===== src/rtl/b7_alu_pkg.sv =====
// Shared types and constants for the 7-bit chunked add/subtract datapath.
package b7_alu_pkg;

  localparam int unsigned CHUNK_W = 7;

  typedef enum logic [1:0] {IDLE, RUN, DONE} seq_state_t;

  typedef enum logic {OP_ADD, OP_SUB} addsub_op_t;

endpackage


===== src/rtl/B7Adder.sv =====
// 7-bit ripple-carry adder; the single shared arithmetic element of the serial sequencer.
module B7Adder
  import b7_alu_pkg::*;
(
  input  logic [CHUNK_W-1:0] i_a,
  input  logic [CHUNK_W-1:0] i_b,
  input  logic               i_cin,
  output logic [CHUNK_W-1:0] o_sum,
  output logic               o_cout
);

  always_comb begin : p_ripple
    logic w_c;
    o_sum  = '0;
    w_c    = i_cin;
    for (int i = 0; i < CHUNK_W; i++) begin
      o_sum[i] = i_a[i] ^ i_b[i] ^ w_c;
      w_c      = (i_a[i] & i_b[i]) | (w_c & (i_a[i] ^ i_b[i]));
    end
    o_cout = w_c;
  end

endmodule


===== src/rtl/b7_serial_addsub_ctrl.sv =====
// Serial WORDS*7-bit add/subtract: streams operands LSB chunk first through one B7Adder,
// holding the inter-chunk carry in a flop and publishing S/Cout/Overflow atomically.
module b7_serial_addsub_ctrl
  import b7_alu_pkg::*;
#(
  parameter int unsigned WORDS = 4
) (
  input  logic                       clk,
  input  logic                       reset_n,
  input  logic                       Start,
  input  logic                       Op,
  input  logic [WORDS*CHUNK_W-1:0]   A,
  input  logic [WORDS*CHUNK_W-1:0]   B,
  output logic                       Busy,
  output logic                       Done,
  output logic [WORDS*CHUNK_W-1:0]   S,
  output logic                       Cout,
  output logic                       Overflow
);

  localparam int unsigned W     = WORDS * CHUNK_W;
  localparam int unsigned IDX_W = $clog2(WORDS + 1);
  localparam logic [IDX_W-1:0] LAST_IDX = IDX_W'(WORDS - 1);

  seq_state_t         r_state;
  seq_state_t         w_state_next;
  logic [W-1:0]       r_areg;
  logic [W-1:0]       r_breg;
  logic [W-1:0]       r_res;
  logic               r_carry;
  logic [IDX_W-1:0]   r_idx;
  logic               r_a_msb;
  logic               r_b_msb;
  logic [W-1:0]       r_s;
  logic               r_cout;
  logic               r_ovf;

  addsub_op_t         w_op;
  logic [W-1:0]       w_b_eff;
  logic               w_start;
  logic               w_last;
  logic [CHUNK_W-1:0] w_sum;
  logic               w_cout;
  logic [W-1:0]       w_res_next;

  assign w_op       = addsub_op_t'(Op);
  // Subtraction is A + ~B + 1; the +1 enters through the initial carry.
  assign w_b_eff    = (w_op == OP_SUB) ? ~B : B;
  assign w_start    = (r_state == IDLE) && Start;
  assign w_last     = (r_idx == LAST_IDX);
  assign w_res_next = {w_sum, r_res[W-1:CHUNK_W]};

  B7Adder u_adder (
    .i_a    (r_areg[CHUNK_W-1:0]),
    .i_b    (r_breg[CHUNK_W-1:0]),
    .i_cin  (r_carry),
    .o_sum  (w_sum),
    .o_cout (w_cout)
  );

  always_comb begin
    w_state_next = r_state;
    unique case (r_state)
      IDLE:    if (Start) w_state_next = RUN;
      RUN:     if (w_last) w_state_next = DONE;
      DONE:    w_state_next = IDLE;
      default: w_state_next = IDLE;
    endcase
  end

  always_ff @(posedge clk) begin
    if (!reset_n) begin
      r_state <= IDLE;
    end else begin
      r_state <= w_state_next;
    end
  end

  always_ff @(posedge clk) begin
    if (!reset_n) begin
      r_areg  <= '0;
      r_breg  <= '0;
      r_res   <= '0;
      r_carry <= 1'b0;
      r_idx   <= '0;
      r_a_msb <= 1'b0;
      r_b_msb <= 1'b0;
      r_s     <= '0;
      r_cout  <= 1'b0;
      r_ovf   <= 1'b0;
    end else if (w_start) begin
      r_areg  <= A;
      r_breg  <= w_b_eff;
      r_carry <= (w_op == OP_SUB);
      r_idx   <= '0;
      r_a_msb <= A[W-1];
      r_b_msb <= w_b_eff[W-1];
    end else if (r_state == RUN) begin
      r_res   <= w_res_next;
      r_carry <= w_cout;
      r_areg  <= r_areg >> CHUNK_W;
      r_breg  <= r_breg >> CHUNK_W;
      r_idx   <= r_idx + 1'b1;
      // Results are published only on the final chunk, so outputs never show partial sums.
      if (w_last) begin
        r_s    <= w_res_next;
        r_cout <= w_cout;
        r_ovf  <= (r_a_msb == r_b_msb) && (w_res_next[W-1] != r_a_msb);
      end
    end
  end

  assign Busy     = (r_state == RUN);
  assign Done     = (r_state == DONE);
  assign S        = r_s;
  assign Cout     = r_cout;
  assign Overflow = r_ovf;

endmodule


===== config.mk =====
export PLATFORM = sky130hd
export DESIGN_NAME = b7_serial_addsub_ctrl
export DESIGN_NICKNAME = d
export VERILOG_FILES = /design/src/rtl/b7_alu_pkg.sv /design/src/rtl/B7Adder.sv /design/src/rtl/b7_serial_addsub_ctrl.sv
export SDC_FILE = /design/constraint.sdc
export NUM_CORES = 1
export LEC_CHECK = 0
export ABC_AREA = 1
export CORE_MARGIN = 10
export CORE_UTILIZATION = 53
export CTS_CLUSTER_DIAMETER = 40
export CTS_CLUSTER_SIZE = 20
export DETAILED_ROUTE_END_ITERATION = 10
export PLACE_DENSITY_LB_ADDON = 0.25
export REMOVE_ABC_BUFFERS = 1
export SETUP_SLACK_MARGIN = 0.5
export SYNTH_ARGS = -nofsm -noshare
export SYNTH_HDL_FRONTEND = slang
export SYNTH_HIERARCHICAL = 1
export SYNTH_SLANG_ARGS = --single-unit

===== constraint.sdc =====
create_clock -name clk -period 4.25 [get_ports clk]
set_input_delay 0.85 -clock clk [delete_from_list [all_inputs] [get_ports clk]]
set_output_delay 0.85 -clock clk [all_outputs]
set_load 0.005 [all_outputs]

==> results of run 1 <==
-- cells by family (layout without fill, tap and decap cells) --
logic type	count (synthesis)	after routing
DFF	115	115
adders and majority gates	9	9
AOI/OAI and AO/OA	116	116
and+or+nand+nor	388	388
xor gates and xnor gates	7	7
buffers and inverters	116	198
-- cells in the final DEF, fill, tap and decap left out --
master / n
nor2_2: 4
inv_6: 2
nand2_1: 250
nand3b_1: 14
o21ai_2: 9
clkdlybuf4s50_1: 91
o21ai_0: 33
a211oi_1: 9
clkbuf_8: 1
fa_1: 4
o21ai_4: 1
fa_2: 3
o21ai_1: 1
a21oi_1: 62
nand3_1: 61
xor2_1: 7
clkinv_4: 4
inv_1: 61
bufinv_16: 3
nor2_1: 58
dfxtp_1: 115
clkbuf_16: 16
o211ai_1: 1
buf_4: 9
inv_2: 5
clkinvlp_4: 4
nand2_4: 1
ha_1: 2
clkinv_2: 2
-- worst max-delay path, stage by stage, from the launching register on --
cell and delay, ps:
dfxtp_1 330, fa_1 420, inv_1 80, fa_1 170, inv_1 50, fa_1 380, fa_2 380, fa_2 360
fa_2 340, inv_2 60, fa_1 420, inv_2 80, inv_1 60, nand3_1 70, nand3_1 80, nand3_1 130
inv_1 50
-- worst paths after layout --
check                                from                       to  slack [ps]
setup / recovery   r_areg[0]$_SDFFE_PN0P_    Overflow$_SDFFE_PN0P_         700
hold / removal    r_areg[25]$_SDFFE_PN0P_  r_areg[25]$_SDFFE_PN0P_         460
setup reg to reg   r_areg[0]$_SDFFE_PN0P_    Overflow$_SDFFE_PN0P_         700
hold reg to reg   r_areg[25]$_SDFFE_PN0P_  r_areg[25]$_SDFFE_PN0P_         460
-- layout make-up --
class | instances | area [µm²]
inverter | 66 | 247.7
clock buffer | 17 | 414.1
sequential | 115 | 2302
tap | 133 | 166.4
multi-input combinational | 520 | 2487
fill | 803 | 2950
timing repair buffer | 100 | 978.4
clock inverter | 15 | 182.7
-- sequential cells by signal, indices dropped and copies added, names as in the netlist, 2 cells and up --
register,cells
S,28
r_areg,28
r_breg,28
r_res,21
r_idx,3
r_state,2
-- per-layer routing --
metal / up-vias / track usage, %
li1: 2509 / -
met1: 2251 / 20.92
met2: 154 / 32.43
met3: 22 / 5.673
met4: 0 / 7.541
met5: - / 0
-- power breakdown --
| group | leakage (nW) | internal [mW] | total [mW] | switching [mW] |
|---|---|---|---|---|
| logic | 1.80 | 0.141 | 0.335 | 0.194 |
| clock network | 0.281 | 0.896 | 1.42 | 0.525 |
| registers | 0.942 | 1.14 | 1.18 | 0.0404 |
==> impl_results.md, run 1 <==
* Status: finished clean
* Routed WL per cell at 14.05 µm
* Vias post-DR at 4936
* LEAKAGE at roughly 3 nW
* Clock Path Buffers at 2
* Pre-Repair DR Iteration Count at 5
* Hold path cells at 2
* Final Cell Area at 6779 µm²
* Register area share after synthesis at 43.63%
* Mapped Area at 5276 µm²
* Final setup vio count at 0
* Synth area leaders: dfxtp_1 (44%), nand2_1 (18%), a21oi_1 (5.9%)
* Unrepaired setup endpoints after global routing: false
* Antenna violation net count after detailed routing at 0
* Layout Utilization at 69.68%
* Compound-cell area share of the yosys netlist at 12.19%
* Routability cong. at 0.7891
* Finished Layout Cells at 966
* Io pins at 92
* Setup Buffers After CTS at 0
* Yosys top cell by area: dfxtp_1
* Mux contribution to synthesized area at 0%
* Crit end category: flip-flop
* Fmax achieved at around 280 MHz
* GRT Total Usage at a little under a fifth
* Layout cells sized above 1 at under 10%
* Post-synthesis adder-cell area fraction at 3.130%
* Slew Viols, Final at 0
* CTS sink count at 115
* XOR/XNOR share of the synthesized area at 1.162%
* Synth Register Bits at 115
* Uppermost layer routed: met4
* Die X at 119.8 µm
* Port Buffers at 91
* VDD IR max at 0.2452 mV
* CTS tree: yes
* Antenna violations before repair at 0
* DIE AREA at 14350 µm²
* Total CTS buffers at 17
* Syn_area_per_cell at 7.026 µm²
* Inst Count DP at 934
* Clk_lat worst skew at 510 ps
* First-pass GRT wire length at 22540 µm
* Post-placement setup slack at 645.6 ps
* Crit Path Category: flip-flop to flip-flop
* Area grow syn2layout at 28.48%
* Setup ws final at 699.7 ps
* Synth async-reset ratio at 0%
* DP Area at ~6200 µm²
* CP Launch Type: flip-flop
* R2R depth at 16
* Data required, critical path at approximately 4700 ps
* Post-synth EDFFs at 0
* Ys Warns at 6
* Synth Flop Type: dfxtp_1
* Hold Crit Class: flip-flop to flip-flop
* Final Hold Viols at 0
* Largest family of logic cells by synthesized area: simple AND/OR/NAND/NOR gates
* Post_cts resized at 0
* Library cells used by synthesis at 24
* Clock skew at a little under 7 ps
* Tot Pwr at 2.938 mW
* Crit path max fanout at 3
* N_diodes at 0
* Pwr/cell area at approximately 430 nW/µm²
* WL met2 at 6721 µm
* Fin crit share at 83.54%
* Synth Area in Simple Gates at 30.38%
* Synth cell count leaders: nand2_1 (250), dfxtp_1 (115), inv_1 (63)
* Slew HR at 28.52%
* Largest net degree at the start of global routing at 49
* Fin nets at 889
* Measured slew at the worst slew-check pin at between 1000 and 1500 ps
* Std-Cell Rows at 36
* Yosys top cell area share at 43.63%
* Routed wire length at 13580 µm
* Setup TNS at 0 ps
* Hold Buf Count CTS at 0
* H-tree depth at 4
* Clk root buf: clkbuf_8
* WL met1 at 5832 µm
* Crit path time final at 3550 ps
* Initial core utilization at 54.23%
* Vias in the first global route at between 4000 and 5000
* Most frequent cell after synthesis: nand2_1
* WP data arrival at 3960 ps
* Max_cap viols at 0
* WL met3 at around 830 µm
* Total gr overflow at 0
* DIE HEIGHT at 119.8 µm
* Hpwl dp at 8683 µm
* Core box area at 9729 µm²
* Worst hold margin at 463.8 ps
* Post-Syn Instances at 751
* Initial DRC Count at 550
* Worst-path clk slew at 60 ps
* Via density per instance at just over 5
* Post-route DRC violation count at 0
Note: power is estimated with default switching activity, not from simulation.
==> inputs of run 2 (changes only) <==
Settings changed: CORE_UTILIZATION 53 to 48.
Clock period 4.25 ns to 3.2 ns, I/O delays scaled along.
==> run 2 against run 1 <==
  * The run now ends with setup timing left
  * Die area increased by 8.6%
  * Critical path depth unchanged
  * Combinational power increased by 34%
  * Design area increased by 1.7%
  * First-iteration DRC count decreased by 37%
  * Wire length decreased by 3.9%
  * Clock power increased by 37%
  * Sequential cell count unchanged
  * Clock skew decreased by 0.79 ps
  * Critical path type unchanged
==> impl_results.md, run 2 (synthesized netlist as in run 1, its figures left out) <==
* Setup ws final at -120.4 ps (-820.1 ps)
* H-tree depth at 4 (unchanged)
* DP Area at 6243 µm² (+1.1%)
* Total gr overflow at 0 (unchanged)
* Pwr/cell area at 574.3 nW/µm² (+33%)
* Hold Buf Count CTS at 0 (unchanged)
* Max_cap viols at 0 (unchanged)
* Largest net degree at the start of global routing at 40 (-18%)
* Routed WL per cell at 13.30 µm (-5.4%)
* Post-route DRC violation count at 0 (unchanged)
* DIE AREA at 15590 µm² (+8.6%)
* Global Route met3 Usage at 5.319% (-0.35 points)
* CTS sink count at 115 (unchanged)
* Initial DRC Count at 344 (-37%)
* N_diodes at 0 (unchanged)
* Pre-Repair DR Iteration Count at 4 (-1)
* Crit path max fanout at 3 (unchanged)
* Clk root buf: clkbuf_8
* Clock skew at 6.089 ps (-0.7941 ps)
* DIE HEIGHT at 124.8 µm (+4.2%)
* CP max stage cell: fa_1
* Seq pwr share at 39.7% (-0.5 points)
* GRT Max-Usage Layer: met2
* Fin crit share at 103.8% (+20 points)
* Die X at 124.8 µm (+4.2%)
* Vias in the first global route at 4948 (-0.18%)
* Vias post-DR at 4935 (-0.020%)
* Via density per instance at 5.031 (-1.5%)
* Gate power share at 11.4% (about the same)
* GRT met2 Usage at 27.30% (-5.1 points)
* Final Hold Viols at 0 (unchanged)
* Layout Utilization at 63.88% (-5.8 points)
* Unrepaired setup endpoints after global routing: true
* Buffer and inverter count on the worst path at 6 (unchanged)
* First-pass GRT wire length at 22490 µm (-0.21%)
* CP Launch Type: flip-flop
* Critical Path Max Stage Delay at 410 ps (about the same)
* Layout cells sized above 1 at 9.988% (+2.3 points)
* Switch share at 24.40% (-1.5 points)
* Post-placement setup slack at -366.1 ps (-1012 ps)
* Fmax achieved at 301.2 MHz (+6.9%)
* Data required, critical path at 3610 ps (-1050 ps)
* Final Cell Area at 6894 µm² (+1.7%)
* Most common cell after layout, fill and taps aside: nand2_1
* Area grow syn2layout at 30.66%
* GR met1 Demand/Resource at 20.32% (-0.59 points)
* Hpwl dp at 8994 µm (+3.6%)
* Std-Cell Rows at 38 (+5.6%)
* Switch Pwr at 0.9662 mW (+27%)
* Worst hold margin at 466.6 ps (+2.818 ps)
* Slew HR at 41.03% (+13 points)
* Setup Buffers After CTS at 0 (unchanged)
* CTS tree: yes
* Io pins at 92 (unchanged)
* Internal power at 2.993 mW (+37%)
* Commonest non-fill, non-tap cells in the layout: nand2_1 (250), dfxtp_1 (113), clkdlybuf4s50_1 (91)
* Clock group share of total power at 49.0% (+0.6 points)
* GRT Total Usage at 16.77% (-1.9 points)
* Antenna violations before repair at 0 (unchanged)
* Crit path time final at 3320 ps (-229.9 ps)
* Slew Viols, Final at 0 (unchanged)
* Measured slew at the worst slew-check pin at 883.6 ps (-186.0 ps)
* Number of fillers in the final layout at 973 (+21%)
* Crit end category: flip-flop
* WP data arrival at 3730 ps (-230 ps)
* Worst-path cell chain: fa_2, inv_2, fa_2, inv_2, fa_2, fa_2, fa_2, fa_2, inv_2, fa_1, inv_2, inv_2, nand3_2, nand3_2, nand3_2, inv_2
* Clock Path Buffers at 2 (unchanged)
* Routability cong. at 0.8047 (+2.0%)
* Initial core utilization at 48.89% (-5.3 points)
* Routed wire length at 13050 µm (-3.9%)
* Antenna violation net count after detailed routing at 0 (unchanged)
* Core box area at 10790 µm² (+11%)
* Clk_lat worst skew at 510 ps (about the same)
* Fin nets at 897 (+0.90%)
* Status: finished, violations left
* Port Buffers at 91 (unchanged)
* Crit-path leading delay family: adder cells
* Hold Crit Class: flip-flop to flip-flop
* Failing checks: setup timing
* Total CTS buffers at 17 (unchanged)
* Crit Path Category: flip-flop to flip-flop
* Final setup vio count at 3 (+3)
* Worst-path clk slew at 60 ps (about the same)
* LEAKAGE at 3.061 nW (+1.3%)
* VDD IR max at 0.3237 mV (+32%)
-- run 2: path summary, 6_finish.rpt --
check | slack, ps | end | startpoint | depth (start not counted)
max | -120 | Overflow$_SDFFE_PN0P_ | r_areg[0]$_SDFFE_PN0P_ | 16
min | 470 | r_areg[13]$_SDFFE_PN0P_ | r_areg[13]$_SDFFE_PN0P_ | 2
max reg2reg | -120 | Overflow$_SDFFE_PN0P_ | r_areg[0]$_SDFFE_PN0P_ | 16
min reg2reg | 470 | r_areg[13]$_SDFFE_PN0P_ | r_areg[13]$_SDFFE_PN0P_ | 2
-- run 2: metrics by stage --
stage | std cells | setup TNS (ps) | total power [mW]
2_1_floorplan | 701 | -253.0 | 1.841
3_3_place_gp | 949 | -679.0 | 2.023
3_5_place_dp | 949 | -896.5 | 2.039
4_1_cts | 981 | -169.1 | 3.971
5_1_grt | 981 | -569.6 | 4.119
6_report | 981 | -210.6 | 3.960
-- run 2: routing by layer --
metal | part of all wire (%) | vias up
met5 | 0 | -
met4 | 1.3 | 0
met3 | 6.2 | 18
met2 | 47 | 129
met1 | 45 | 2268
li1 | - | 2520
-- run 2: power by group through the flow --
stage          sequential [mW]  clock [mW]  combinational, mW
6_report                  1.57        1.94              0.450
5_1_grt                   1.58        2.02              0.516
4_1_cts                   1.57        1.95              0.449
3_5_place_dp              1.60           0              0.442
3_3_place_gp              1.59           0              0.430
2_1_floorplan             1.59           0              0.253
-- run 2: worst register-to-register path, cell delays in order, from the launching register on --
cell,delay (ps)
dfxtp_2,340
fa_2,380
inv_2,60
fa_2,190
inv_2,40
fa_2,330
fa_2,340
fa_2,350
fa_2,350
inv_2,60
fa_1,410
inv_2,90
inv_2,50
nand3_2,70
nand3_2,80
nand3_2,70
inv_2,30
-- run 2: area by class of cell --
cell class              count  area [µm²]  share of cell area, %
inverters                  66       247.7                  3.593
well taps                 140       175.2                  2.541
clock buffers              19       431.7                  6.261
repair buffers            108        1039                  15.06
multi-input cells         520        2514                  36.46
clock inverters            13       182.7                  2.650
flip-flops and latches    115        2305                  33.43
-- run 2: timing repair --
action	CTS	global route
endpoints found under the setup margin	8	7
gates resized for setup	16	3
pin swaps	3	2
==> inputs of run 3 (changes only) <==
==> constraint.sdc (replaced) <==
create_clock -name clk -period 3.2 [get_ports clk]
set_input_delay 0.8 -clock clk [delete_from_list [all_inputs] [get_ports clk]]
set_output_delay 0.8 -clock clk [all_outputs]
set_load 0.005 [all_outputs]
==> run 3 against run 2 <==
  * The flow still finishes with violations (setup timing)
  * Sequential share of layout area increased by 0.067 points
  * Power is 0.34% lower
  * Fmax is 0.60% higher
  * Clock skew rose by 2.8 ps
  * Largest cell class unchanged
  * First-iteration DRC count increased by 27%
==> impl_results.md, run 3 (synthesized netlist as in run 1, its figures left out) <==
* Status: finished, violations left
* Failing checks: setup timing
* Measured slew at the worst slew-check pin at 942.5 ps (+58.91 ps)
* Critical path capture point: Overflow$_SDFFE_PN0P_
* Crit path time final at 3301 ps (-19.67 ps)
* Clock skew at 8.869 ps (+2.781 ps)
* LEAKAGE at 3.057 nW (-0.13%)
* Layout Utilization at 63.78% (-0.093 points)
* Total gr overflow at 0 (unchanged)
* Vias in the first global route at 4915 (-0.67%)
* N_diodes at 0 (unchanged)
* Fin crit share at 103.1% (-0.61 points)
* Unrepaired setup endpoints after global routing: true
* Clk_lat worst skew at 510 ps (about the same)
* Fmax achieved at 303.0 MHz (+0.60%)
* DIE HEIGHT at 124.8 µm (unchanged)
* Port Buffers at 91 (unchanged)
* Routability cong. at 0.7963 (-1.0%)
* Die X at 124.8 µm (unchanged)
* Clock group share of total power at 48.9% (about the same)
* Initial DRC Count at 438 (+27%)
* Post-route DRC violation count at 0 (unchanged)
* Tot Pwr at 3.946 mW (-0.34%)
* First-pass GRT wire length at 22210 µm (-1.2%)
* Gate power share at 11.4% (about the same)
* Internal power at 2.949 mW (-1.5%)
* Data required, critical path at 3620 ps (about the same)
* Hold Crit Class: flip-flop to flip-flop
* DIE AREA at 15590 µm² (unchanged)
* Slew Viols, Final at 0 (unchanged)
* Hold Buf Count CTS at 0 (unchanged)
* Routed wire length at 13200 µm (+1.1%)
* Hold_sp: r_breg[26]$_SDFFE_PN0P_
* Seq pwr share at 39.7% (about the same)
* Worst-path clk slew at 60 ps (about the same)
* Switch Pwr at 0.9971 mW (+3.2%)
* Worst Setup SP: r_areg[0]$_SDFFE_PN0P_
* Setup TNS at -176.1 ps (+34.57 ps)
* Inst Count DP at 946 (-0.32%)
* Largest net degree at the start of global routing at 54 (+35%)
* Final Cell Area at 6884 µm² (-0.15%)
* Antenna violation net count after detailed routing at 0 (unchanged)
* Max_cap viols at 0 (unchanged)
* VDD IR max at 0.2908 mV (-10%)
* CP Launch Type: flip-flop
* Initial core utilization at 48.89% (unchanged)
* Std-Cell Rows at 38 (unchanged)
* Commonest non-fill, non-tap cells in the layout: nand2_1 (250), dfxtp_1 (112), clkdlybuf4s50_1 (91)
* Clock Path Buffers at 2 (unchanged)
* Most common cell after layout, fill and taps aside: nand2_1
* Clk root buf: clkbuf_8
* Finished Layout Cells at 978 (-0.31%)
* CTS tree: yes
* Fin nets at 894 (-0.33%)
* Final Hold Viols at 0 (unchanged)
* Layout cells sized above 1 at 10.02% (+0.036 points)
* Register-to-register setup slack at -100 ps (+20 ps)
* R2r startpoint: r_areg[0]$_SDFFE_PN0P_
* Switch share at 25.27% (+0.87 points)
* Crit end category: flip-flop
* Setup ws final at -100.7 ps (+19.67 ps)
* Core box area at 10790 µm² (unchanged)
* Final setup vio count at 3 (unchanged)
* H-tree depth at 4 (unchanged)
* End of the worst register-to-register path: Overflow$_SDFFE_PN0P_
* Hpwl dp at 8921 µm (-0.80%)
* Routed WL per cell at 13.49 µm (+1.5%)
* CTS sink count at 115 (unchanged)
* Via density per instance at 5.061 (+0.61%)
* Crit Path Category: flip-flop to flip-flop
* GRT Total Usage at 16.45% (-0.32 points)
* Pre-Repair DR Iteration Count at 7 (+3)
* DP Area at 6233 µm² (-0.16%)
* WP data arrival at 3720 ps (about the same)
* Io pins at 92 (unchanged)
* Pwr/cell area at 573.2 nW/µm² (-0.19%)
* Antenna violations before repair at 0 (unchanged)
* R2R depth at 16 (unchanged)
* Crit path max fanout at 3 (unchanged)
* Total CTS buffers at 17 (unchanged)
* Slew HR at 37.09% (-3.9 points)
* Vias post-DR at 4950 (+0.30%)
* Area grow syn2layout at 30.47%
## run 3: cell count changes in the layout (fill, tap and decap cells not counted), sizes merged
cell and change:
clkinvlp -3, inv +3, buf -3, clkinv +1, bufinv -1
## run 3: per-stage QoR
step	hold WS (ps)	worst slack, ps
global placement	453.0	-288.5
floorplan	445.3	-197.7
global route	477.5	-216.3
detailed placement	455.8	-369.8
CTS	464.7	-93.82
finish	464.3	-100.7
## run 3: repair_timing
action                                  4_1_cts  5_1_grt
pin swaps                                     5        1
endpoints found under the setup margin        9        8
resized for setup                            19        2
buffers inserted                              0        0
gates cloned                                  0        0
## run 3: critical path, stage by stage (launching register included)
cell and delay (ps):
dfxtp_2 330, fa_2 380, inv_2 60, fa_2 180
inv_2 40, fa_2 330, fa_2 350, fa_2 350
fa_2 350, inv_2 60, fa_1 410, inv_2 90
inv_2 40, nand3_2 50, nand3_2 70, nand3_2 80
inv_2 30
## run 3: how the worst min path moves through the flow
stage                              endpoint  slack (ps)  depth (start not counted)
detailed placement  r_areg[10]$_SDFFE_PN0P_         460                          2
CTS                 r_areg[10]$_SDFFE_PN0P_         460                          2
finish              r_breg[26]$_SDFFE_PN0P_         460                          2
global placement    r_areg[10]$_SDFFE_PN0P_         450                          2
global route        r_breg[14]$_SDFFE_PN0P_         480                          2
floorplan            r_areg[1]$_SDFFE_PN0P_         450                          2
## run 3: power by group through the flow
stage / clock network [mW] / registers [mW] / logic (mW)
5_1_grt: 2.01 / 1.58 / 0.512
3_3_place_gp: 0 / 1.59 / 0.432
2_1_floorplan: 0 / 1.59 / 0.253
4_1_cts: 1.95 / 1.57 / 0.452
6_report: 1.93 / 1.57 / 0.450
3_5_place_dp: 0 / 1.60 / 0.444
## run 3: routing by layer
layer / wire (µm) / up-vias / global-route usage (%)
li1: - / 2520 / -
met1: 5888 / 2285 / 19.61
met2: 6314 / 137 / 27.98
met3: 916 / 8 / 4.979
met4: 76 / 0 / 4.472
met5: 0 / - / 0
## run 3: area by class of cell
class                           count  area (µm²)
Multi-Input combinational cell    520        2512
Fill cell                         950        3909
Clock inverter                     13       172.7
Clock buffer                       19       441.7
Timing Repair Buffer              105        1028
Tap cell                          140       175.2
Sequential cell                   115        2306
Inverter                           66       247.7
